===== config.mk =====
export PLATFORM = sky130hd
export DESIGN_NAME = hazard_sched
export DESIGN_NICKNAME = d
export VERILOG_FILES = /design/src/rtl/cpu_pkg.sv /design/src/rtl/haz_shadow_stage.sv /design/src/rtl/hazard_sched.sv
export SDC_FILE = /design/constraint.sdc
export NUM_CORES = 1
export LEC_CHECK = 0
export ABC_AREA = 1
export BUFFER_PORTS_ARGS = -buffer_cell sky130_fd_sc_hd__buf_2
export CAP_MARGIN = 20
export CELL_PAD_IN_SITES_DETAIL_PLACEMENT = 0
export CELL_PAD_IN_SITES_GLOBAL_PLACEMENT = 2
export CORE_MARGIN = 5
export CORE_UTILIZATION = 29
export DETAILED_ROUTE_END_ITERATION = 6
export PLACE_DENSITY_LB_ADDON = 0.25
export SYNTH_ARGS = -nofsm -noshare
export SYNTH_HDL_FRONTEND = slang
export SYNTH_SLANG_ARGS = --single-unit

===== constraint.sdc =====
create_clock -name clk -period 3.55 [get_ports clk]
set_clock_uncertainty 0.05 [all_clocks]
set_input_delay 0.1775 -clock clk [delete_from_list [all_inputs] [get_ports clk]]
set_output_delay 0.1775 -clock clk [all_outputs]
set_load 0.02 [all_outputs]

===== src/rtl/cpu_pkg.sv =====
// Shared constants and types for the MIPS core's hazard logic:
// register index width, NOP encoding, shadow-entry layout and stage count.
package cpu_pkg;

   localparam int          REG_W         = 5;
   localparam logic [31:0] NOP_INST      = 32'h0000_0000;
   localparam int          SHADOW_STAGES = 3;

   typedef struct packed {
      logic             v;
      logic [REG_W-1:0] dst;
   } shadowEntry_t;

endpackage


===== src/rtl/haz_shadow_stage.sv =====
// One shadow-pipeline slot {v, reg} with async active-low clear and two
// compare ports (rs and rt lookups from the ID stage).
module haz_shadow_stage import cpu_pkg::*; #(
   parameter int REG_W = 5
) (
   input  logic             clk,
   input  logic             rst,
   input  logic             dV,
   input  logic [REG_W-1:0] dReg,
   input  logic [REG_W-1:0] cmpA,
   input  logic [REG_W-1:0] cmpB,
   output logic             qV,
   output logic [REG_W-1:0] qReg,
   output logic             hitA,
   output logic             hitB
);

   always_ff @(posedge clk or negedge rst) begin
      if (!rst) begin
         qV   <= 1'b0;
         qReg <= '0;
      end else begin
         qV   <= dV;
         qReg <= dReg;
      end
   end

   assign hitA = qV & (qReg == cmpA);
   assign hitB = qV & (qReg == cmpB);

endmodule


===== src/rtl/hazard_sched.sv =====
// RAW stall / redirect flush control for the forwarding-less 5-stage core.
// Optional build macro HAZ_PERF_CNT_EN adds saturating stall_cnt / flush_cnt outputs.
module hazard_sched import cpu_pkg::*; #(
   parameter int REG_W = 5,
   parameter int CNT_W = 32
) (
   input  logic             clk,
   input  logic             rst,
   input  logic             id_valid,
   input  logic [REG_W-1:0] id_rs,
   input  logic [REG_W-1:0] id_rt,
   input  logic             id_use_rs,
   input  logic             id_use_rt,
   input  logic             id_wr_en,
   input  logic [REG_W-1:0] id_wr_reg,
   input  logic             id_redirect,
   output logic             pc_stall,
   output logic             if_id_stall,
   output logic             if_id_flush,
   output logic             id_exe_bubble,
   output logic             busy
`ifdef HAZ_PERF_CNT_EN
   ,
   output logic [CNT_W-1:0] stall_cnt,
   output logic [CNT_W-1:0] flush_cnt
`endif
);

   // Index 0 = EXE, 1 = MEM, 2 = WB.
   logic [SHADOW_STAGES-1:0] stV;
   logic [SHADOW_STAGES-1:0] hitRs;
   logic [SHADOW_STAGES-1:0] hitRt;
   logic [SHADOW_STAGES-1:0] dV;
   logic [REG_W-1:0]         stReg [SHADOW_STAGES];
   logic [REG_W-1:0]         dReg  [SHADOW_STAGES];
   logic                     matchRs;
   logic                     matchRt;
   logic                     hz;
   logic                     exeLoad;

   for (genvar i = 0; i < SHADOW_STAGES; i++) begin : gStage
      haz_shadow_stage #(.REG_W(REG_W)) uStage (
         .clk  (clk),
         .rst  (rst),
         .dV   (dV[i]),
         .dReg (dReg[i]),
         .cmpA (id_rs),
         .cmpB (id_rt),
         .qV   (stV[i]),
         .qReg (stReg[i]),
         .hitA (hitRs[i]),
         .hitB (hitRt[i])
      );
   end

   assign dV = {stV[SHADOW_STAGES-2:0], exeLoad};

   always_comb begin
      dReg[0] = id_wr_reg;
      for (int i = 1; i < SHADOW_STAGES; i++) begin
         dReg[i] = stReg[i-1];
      end
   end

   // $0 is hardwired, so it can never be a real dependency.
   assign matchRs = (id_rs != '0) & (|hitRs);
   assign matchRt = (id_rt != '0) & (|hitRt);

   assign hz      = rst & id_valid & ((id_use_rs & matchRs) | (id_use_rt & matchRt));
   assign exeLoad = id_valid & id_wr_en & ~hz & (id_wr_reg != '0);

   assign pc_stall      = hz;
   assign if_id_stall   = hz;
   assign id_exe_bubble = hz;
   // A stalled jr/jalr may still be waiting on its target register, so the redirect is held off.
   assign if_id_flush   = rst & id_valid & id_redirect & ~hz;
   assign busy          = |stV;

`ifdef HAZ_PERF_CNT_EN
   always_ff @(posedge clk or negedge rst) begin
      if (!rst) begin
         stall_cnt <= '0;
         flush_cnt <= '0;
      end else begin
         if (pc_stall && (stall_cnt != {CNT_W{1'b1}})) stall_cnt <= stall_cnt + 1'b1;
         if (if_id_flush && (flush_cnt != {CNT_W{1'b1}})) flush_cnt <= flush_cnt + 1'b1;
      end
   end
`endif

endmodule


; ---- Word level (Yosys, flattened, before mapping)
; Cells that the tools add are included.
[totals]
ff_bits = 18
in_bits = 22
output_inout_bits = 5
elab_cells = 37
[classes]
eq_ne = 6
n_bitwise = 19
reduce_logical = 6
[op_table]
columns = operator, count
row1 = $eq 5x5->1, 6
row2 = $and 1x1->1, 17
row3 = $reduce_bool 5->1, 3
row4 = $reduce_or 3->1, 3
row5 = $not 1->1, 1
row6 = $or 1x1->1, 1

; ---- Longest topological paths before layout
; Gate-level depths: netlist (run 1).
[depth]
ltp_word = 10
depth_mapped = 9
ltp_nobuf = 9

; ---- By module
; From an unflattened synthesis (run 1), not the netlist that was laid out.
[unflattened]
hier_cells = 194
area_unflattened_um2 = 1177.4
[by_module_without_submodules]
columns = mod, instances, cells_per_inst, area_each_um2, seq_area_each_um2
row1 = haz_shadow_stage, 3, 55, 344.1, 150.1
row2 = hazard_sched, 1, 29, 145.1, 0.0

; ---- Worst setup path after synthesis (run 1)
; No wires, ideal clock.
[synth_timing]
path_type = reg-to-output
startpoint = register gStage[1].uStage.qReg[3]
endpoint = output if_id_stall
t_arrival_ns = 1.309
t_required_ns = 3.322
setup_slack_ns = 2.013
path_stages_with_launch = 10
n_path_buf = 1
cell_sequence = dfrtp_1 -> inv_1 -> nand2_1 -> nand2_1 -> nor2_1 -> nand3_1 -> nand3_2 -> nand2_2 -> a21oi_2 -> buf_4
[synth_via]
elab_chain_cells = 7
elab_cells_between_ends = 12
cone_classes = eq/ne: 2 / bitwise: 8 / reduce/logical: 2
[synth_rtl]
columns = item, line_no
row1 = start: declaration, haz_shadow_stage.sv:13  ; output logic [REG_W-1:0] qReg,
row2 = start signal: assignment, haz_shadow_stage.sv:24  ; qReg <= dReg;
row3 = "$eq 5x5->1, on equally long branches", "haz_shadow_stage.sv:28, haz_shadow_stage.sv:29"
row4 = "$and 1x1->1, on equally long branches", "haz_shadow_stage.sv:28, haz_shadow_stage.sv:29"
row5 = "$reduce_or 3->1, on equally long branches", "hazard_sched.sv:66, hazard_sched.sv:67"
row6 = "$and 1x1->1, on equally long branches", "hazard_sched.sv:66, hazard_sched.sv:67"
row7 = $and 1x1->1, hazard_sched.sv:69  ; assign hz = rst & id_valid & ((id_use_rs & matchRs) | (id_use_rt & matchRt));
row8 = $or 1x1->1 (*), hazard_sched.sv:69
row9 = $and 1x1->1 (*), hazard_sched.sv:69
row10 = end: declaration, hazard_sched.sv:18  ; output logic if_id_stall,
; Mark *: on every way between the ends. The rest lies on a longest branch, timed or not.

; ---- Worst setup path after layout (run 1)
[layout_timing]
startpoint = input rst
endpoint = output if_id_flush
[layout_via]
elab_chain_cells = 4
elab_cells_between_ends = 5
cone_classes = bitwise: 5
[layout_rtl]
columns = item, line_no
row1 = start: declaration, hazard_sched.sv:8  ; input logic rst,
row2 = $and 1x1->1 (*), "hazard_sched.sv:69, hazard_sched.sv:76"
row3 = $and 1x1->1, hazard_sched.sv:69
row4 = $not 1->1, hazard_sched.sv:76  ; assign if_id_flush = rst & id_valid & id_redirect & ~hz;
row5 = $and 1x1->1 (*), hazard_sched.sv:76
row6 = end: declaration, hazard_sched.sv:19  ; output logic if_id_flush,
; Marked as above.

==> results of run 1 <==
[timing repair]
| item | CTS | global route |
|---|---|---|
| gates resized for setup | 0 | 0 |
| hold endpoints to repair | 22 | 0 |
| hold buffers | 5 | 0 |
[final timing paths]
| check | start | slack, ns | depth (start not counted) | endpoint |
|---|---|---|---|---|
| max in group asynchronous | rst | 2.80 | 2 | gStage[1].uStage.qReg[2] |
| max reg2reg | gStage[2].uStage.qReg[3] | 2.28 | 9 | gStage[0].uStage.qV |
| max | rst | 1.66 | 7 | if_id_flush |
| min reg2reg | gStage[0].uStage.qReg[3] | 0.35 | 0 | gStage[1].uStage.qReg[3] |
| min | id_wr_reg[4] | 0.009 | 1 | gStage[0].uStage.qReg[4] |
| min in group asynchronous | rst | 0.35 | 2 | gStage[0].uStage.qV |
[critical path, cell delays in order]
cell and delay [ns]:
dlygate4sd3_1 0.51, buf_2 0.39, nand2_1 0.16, inv_1 0.11, nand2_1 0.05, nor2_1 0.09
buf_2 0.17
[cell usage in the layout (no fill, tap or decap)]
cell type and n:
nand3_1 8, nand3_2 1, nand2_2 3, nand2_1 79
dfrtp_1 18, a21oi_2 2, o21ai_2 2, nand4_1 2
o21ai_1 2, clkbuf_8 3, inv_1 16, buf_2 26
or3_1 1, dlygate4sd3_1 5, nor3_1 1, nor2_1 26
o21ai_0 2, inv_2 10
[where the power goes]
group / internal (mW) / total, mW / switching, mW
clock network: 0.0753 / 0.141 / 0.0659
logic: 0.0340 / 0.0872 / 0.0532
registers: 0.216 / 0.227 / 0.0112
total: 0.325 / 0.455 / 0.130
[metrics by stage]
step	instance area (um2)	hold WS, ns	total power, mW	instances	setup slack, ns
after global placement	1280	0.0971	0.315	247	2.00
final	1370	0.00943	0.455	255	1.66
after floorplan	1100	-0.168	0.277	175	2.01
after detailed placement	1280	0.0968	0.315	247	2.00
after CTS	1370	0.0121	0.461	255	1.63
after global routing	1370	0.000836	0.488	255	1.48
[flip-flops by register name (all words and copies together) (netlist names)]
name / count
gStage.uStage.qV: 3
gStage.uStage.qReg: 15
[cell type report]
class                   instances  area, um2
flip-flops and latches         18        450
fillers                       414       2320
clock buffers                   3       41.3
multi-input cells             129        542
inverters                      26       97.6
well taps                      48       60.1
repair buffers                 31        180
[metal layers]
metal / share of wire / track usage / vias up
met3: 0.045 / 0.0252 / 4
met4: 0.0058 / 0.0251 / 0
li1: - / - / 594
met5: 0 / 0 / -
met2: 0.46 / 0.190 / 22
met1: 0.49 / 0.169 / 468
[kinds of logic after synthesis]
kind of cell,count (synthesis)
flip-flops,18
AO/OA/AOI/OAI,8
AND/OR/NAND/NOR,121
buffers and inverters,28
==> results.tsv, run 1 <==
stage	metric	value	unit
global_routing	vias in the first global route	1011	
floorplanning	Die X	71.7	um
floorplanning	Rows	22	
setup_path	crit end category	output pin	
synth	top-count cell post-synth	nand2_1	
synth	#FFs+latches synth	18	
route	WL final	2.91	mm
synth	mux share of post-synthesis cell area	0	
synth	Synth Warn #	0	
clock_tree	CTS Buffer Depth	2	
setup_path	WP data required	3.32	ns
setup_path	CP arrival	1.66	ns
route	1st-iter DRT viols	24	
floorplanning	Die Area	0.00514	mm2
global_routing	initial antenna violation count	0	
sta	final setup TNS	0	ns
route	# DRC	0	
floorplanning	core footprint	0.00369	mm2
synth	Async SR Flop Fraction	1.00	
synth	post-synthesis xor/xnor area fraction	0	
cells_and_area	final core utilization	0.372	
route	drt pass-1 iters	4	
run	max-cap violations	0	
cells_and_area	share of cells above drive strength 1	0.227	
status	outcome	finished, final reports clean	
route	Vias/cell	4.27	
synth	list of most frequent post-synthesis cells	nand2_1, nor2_1, dfrtp_1	
synth	ys flop type	dfrtp_1	
route	routed vias	1088	
global_routing	largest net degree at the start of global routing	20	
floorplanning	I/O Pins	27	
clock_tree	worst skew pair latency	0.25	ns
floorplanning	DIE HEIGHT	71.7	um
global_routing	Tot GR Track Use	0.120	
cells_and_area	Layout Nets	231	
sta	min cycle time layout	1.89	ns
synth	Synth Instances	175	
synth	post-synthesis simple-gate area fraction	0.441	
synth	EDFF count, synth	0	
power_and_ir_drop	peak supply drop	0.236	mV
sta	RSZ-0062 raised after global routing	false	
min_path	Hold WC Path Type	in -> reg	
clock_tree	H-tree depth	1	
place	port bufs	26	
clock_tree	TritonCTS Buffers	3	
sta	Slew @ Worst Pin	0.443	ns
setup_path	critical path class	in -> out	
synth	compound-cell area share of the yosys netlist	0.0498	
synth	most area-hungry cell type in the Yosys netlist	dfrtp_1	
synth	Synth cell types	16	
cells_and_area	Area Overhead vs Synth	24.1	%
clock_tree	clk sinks	18	
synth	post-synthesis sequential area ratio	0.408	
sta	worst relative slew slack	0.704	
synth	Synth Area in Adders	0	
power_and_ir_drop	Power Density	332	mW/mm2
cells_and_area	ant diodes	0	
clock_tree	Root Driver	clkbuf_8	
clock_tree	clock tree from TritonCTS	done	
sta	period utilisation layout	0.531	
synth	Post-Syn Area	0.00110	mm2
sta	fmax	530	MHz
sta	Slew Limit Fails	0	
floorplanning	Starting Density	0.300	
synth	Area contributors post-synth	dfrtp_1, nand2_1, nor2_1	
synth	post-synth top area share	0.408	
clock_tree	Post-CTS Setup Inserts	0	
clock_tree	Worst-path clk slew	0.07	ns
route	WL/cell	11.4	um
synth	Syn Nets	197	
global_routing	total congestion overflow	0	
synth	main combinational cell family by area after synthesis	simple AND/OR/NAND/NOR gates	
setup_path	Critical Path Start Type	primary input	
synth	syn_area_per_cell	6.31	um2
sta	Finish-stage setup viols	0	
place	Final Wtd Congestion	0.871	
route	Antenna Nets Post-Route	0	
global_routing	first-pass GRT wire length	4.84	mm
place	hpwl dp	2.42	mm
sta	final hold violation count	0	
power_and_ir_drop	Leak Pwr	0.810	nW
setup_path	CP max FO	19	
Note: power is estimated with default switching activity, not from simulation.
==> inputs of run 2 (changes only) <==
CORE_UTILIZATION = 24   (was 29)
clock period = 1.65 ns   (was 3.55 ns; I/O delays follow)
==> results.tsv, run 2 (same netlist as run 1, synthesis figures left out) <==
stage	metric	value	unit	change
status	outcome	finished, violations left		
status	failing checks	negative setup slack		
power_and_ir_drop	peak supply drop	0.450	mV	+91%
floorplanning	I/O Pins	27		unchanged
floorplanning	DIE HEIGHT	77.9	um	+8.5%
setup_path	Slowest-stage cell, CP	dfrtp_1		
setup_path	crit end category	output pin		
route	# DRC	0		unchanged
cells_and_area	Largest register FFs	15		unchanged
setup_path	family with the most delay on the worst path	simple AND/OR/NAND/NOR gates		
sta	Slew Limit Fails	0		unchanged
power_and_ir_drop	Leak Pwr	0.852	nW	+5.2%
cells_and_area	ant diodes	0		unchanged
sta	RSZ-0062 raised after global routing	true		
sta	min cycle time layout	1.70	ns	
clock_tree	Root Driver	clkbuf_8		
clock_tree	worst skew pair latency	0.25	ns	about the same
setup_path	WP data required	1.52	ns	-1.80 ns
sta	Slew @ Worst Pin	0.255	ns	-0.188 ns
global_routing	first-pass GRT wire length	5.58	mm	+15%
route	Antenna Nets Post-Route	0		unchanged
min_path	Hold WC Path Type	in -> reg		
place	port bufs	26		unchanged
sta	Finish-stage setup viols	3		+3
sta	period utilisation layout	1.03		
cells_and_area	non-filler instance count after layout	263		+3.1%
global_routing	initial antenna violation count	0		unchanged
power_and_ir_drop	Power Density	719	mW/mm2	+120%
setup_path	CP max FO	4		-15
global_routing	largest net degree at the start of global routing	19		-5.0%
cells_and_area	share of cells above drive strength 1	0.308		+0.0810
global_routing	Tot GR Track Use	0.117		-0.00341
cells_and_area	Layout Nets	234		+1.3%
cells_and_area	cell area after layout	0.00148	mm2	+8.0%
floorplanning	Starting Density	0.250		-0.0492
setup_path	critical path class	reg -> out		
floorplanning	Rows	24		+9.1%
setup_path	max incr delay on CP	0.43	ns	-0.08 ns
cells_and_area	most frequent cells in the layout	nand2_1, nor2_1, buf_2, dfrtp_1, inv_2		
route	WL final	3.23	mm	+11%
place	dpl cell area	0.00129	mm2	+0.98%
place	dpl ws	0.184	ns	-1.81 ns
sta	final hold violation count	0		unchanged
clock_tree	clock tree from TritonCTS	done		
place	hpwl dp	2.60	mm	+7.5%
clock_tree	H-tree depth	1		unchanged
clock_tree	CTS Buffer Depth	2		unchanged
cells_and_area	most common cell after layout, fill and taps aside	nand2_1		
sta	fmax	587	MHz	
clock_tree	Worst-path clk slew	0.07	ns	about the same
sta	worst relative slew slack	0.830		+0.126
setup_path	Critical Path, Cell by Cell	inv_2, nand2_2, nand2_2, nor2_2, nand3_2, nand3_2, nand2_4, a21oi_4, buf_6		
cells_and_area	Area Overhead vs Synth	34.1	%	
setup_path	Bufs and invs on worst path	2		-2
floorplanning	core footprint	0.00441	mm2	+20%
route	1st-iter DRT viols	46		+92%
route	Vias/cell	4.35		+2.0%
place	Final Wtd Congestion	0.778		-11%
clock_tree	TritonCTS Buffers	3		unchanged
place	Inst Count DP	252		+2.0%
floorplanning	Die X	77.9	um	+8.5%
cells_and_area	Top reg by flops	gStage.uStage.qReg		
route	routed vias	1145		+5.2%
cells_and_area	Top Registers	gStage.uStage.qReg (15), gStage.uStage.qV (3)		
route	WL/cell	12.3	um	+7.7%
global_routing	total congestion overflow	0		unchanged
run	max-cap violations	0		unchanged
setup_path	CP arrival	1.57	ns	-0.09 ns
route	drt pass-1 iters	4		unchanged
floorplanning	Die Area	0.00606	mm2	+18%
setup_path	Critical Path Start Type	register		
clock_tree	clk sinks	18		unchanged
setup_path	reg-to-reg slack, setup	0.30	ns	-1.98 ns
global_routing	vias in the first global route	1204		+19%
sta	setup ws final	-0.0547	ns	-1.72 ns
run 2: cell count changes in the layout (fill, tap and decap cells not counted), sizes merged:
cell,previous run,this run
dlygate4sd3,5,6
clkbuf,3,4
buf,26,28
run 2: final timing paths:
kind,startpoint,depth (start not counted),endpoint
min in group asynchronous,rst,3,gStage[0].uStage.qReg[4]
hold reg to reg,gStage[0].uStage.qV,0,gStage[1].uStage.qV
hold / removal,id_wr_en,3,gStage[0].uStage.qV
max in group asynchronous,rst,3,gStage[0].uStage.qReg[0]
setup reg to reg,gStage[2].uStage.qReg[0],10,gStage[0].uStage.qV
setup / recovery,gStage[0].uStage.qReg[2],9,if_id_stall
run 2: what timing repair did:
action                     4_1_cts  5_1_grt
pin swaps                       10        8
hold endpoints to repair        23        0
hold buffers                     6        0
setup endpoints to repair        4        4
gates resized for setup          6       19
setup buffers                    1        0
run 2: metal layers:
metal | routed length, um | up-vias | GRT usage
met5 | 0 | - | 0
met4 | 68 | 0 | 0.0430
met3 | 155 | 6 | 0.0243
met2 | 1520 | 34 | 0.189
met1 | 1490 | 509 | 0.152
li1 | - | 596 | -
run 2: final cells by class:
| type | count | area, um2 |
|---|---|---|
| fill | 490 | 2930 |
| multi-input combinational | 129 | 584 |
| sequential | 18 | 453 |
| timing repair buffer | 34 | 226 |
| inverter | 26 | 97.6 |
| tap | 52 | 65.1 |
| clock buffer | 4 | 55.1 |
run 2: per-stage QoR:
stage	hold WS, ns	TNS, ns	utilization	total power [mW]
finish	0.0324	-0.164	0.336	1.06
CTS	0.0301	-0.241	0.324	1.08
detailed placement	0.0270	0	0.293	0.683
global route	0.0413	-0.702	0.336	1.14
floorplan	-0.263	0	-	0.597
global placement	0.0258	0	0.293	0.686
run 2: worst register-to-register path: stages, from the launching register on:
cell and delay [ns]:
dfrtp_1 0.38, inv_1 0.07, nand2_1 0.07, nand2_1 0.05, nor2_1 0.14, nand3_1 0.12
nand3_2 0.10, nand2_4 0.06, nand2_2 0.07, buf_4 0.10, a21oi_2 0.04
run 2: power breakdown:
group          total [mW]  leakage [nW]  switching (mW)  internal, mW
combinational       0.205         0.612           0.123        0.0820
clock               0.368        0.0288           0.156         0.212
sequential          0.492         0.212          0.0275         0.464
total                1.06         0.852           0.306         0.759
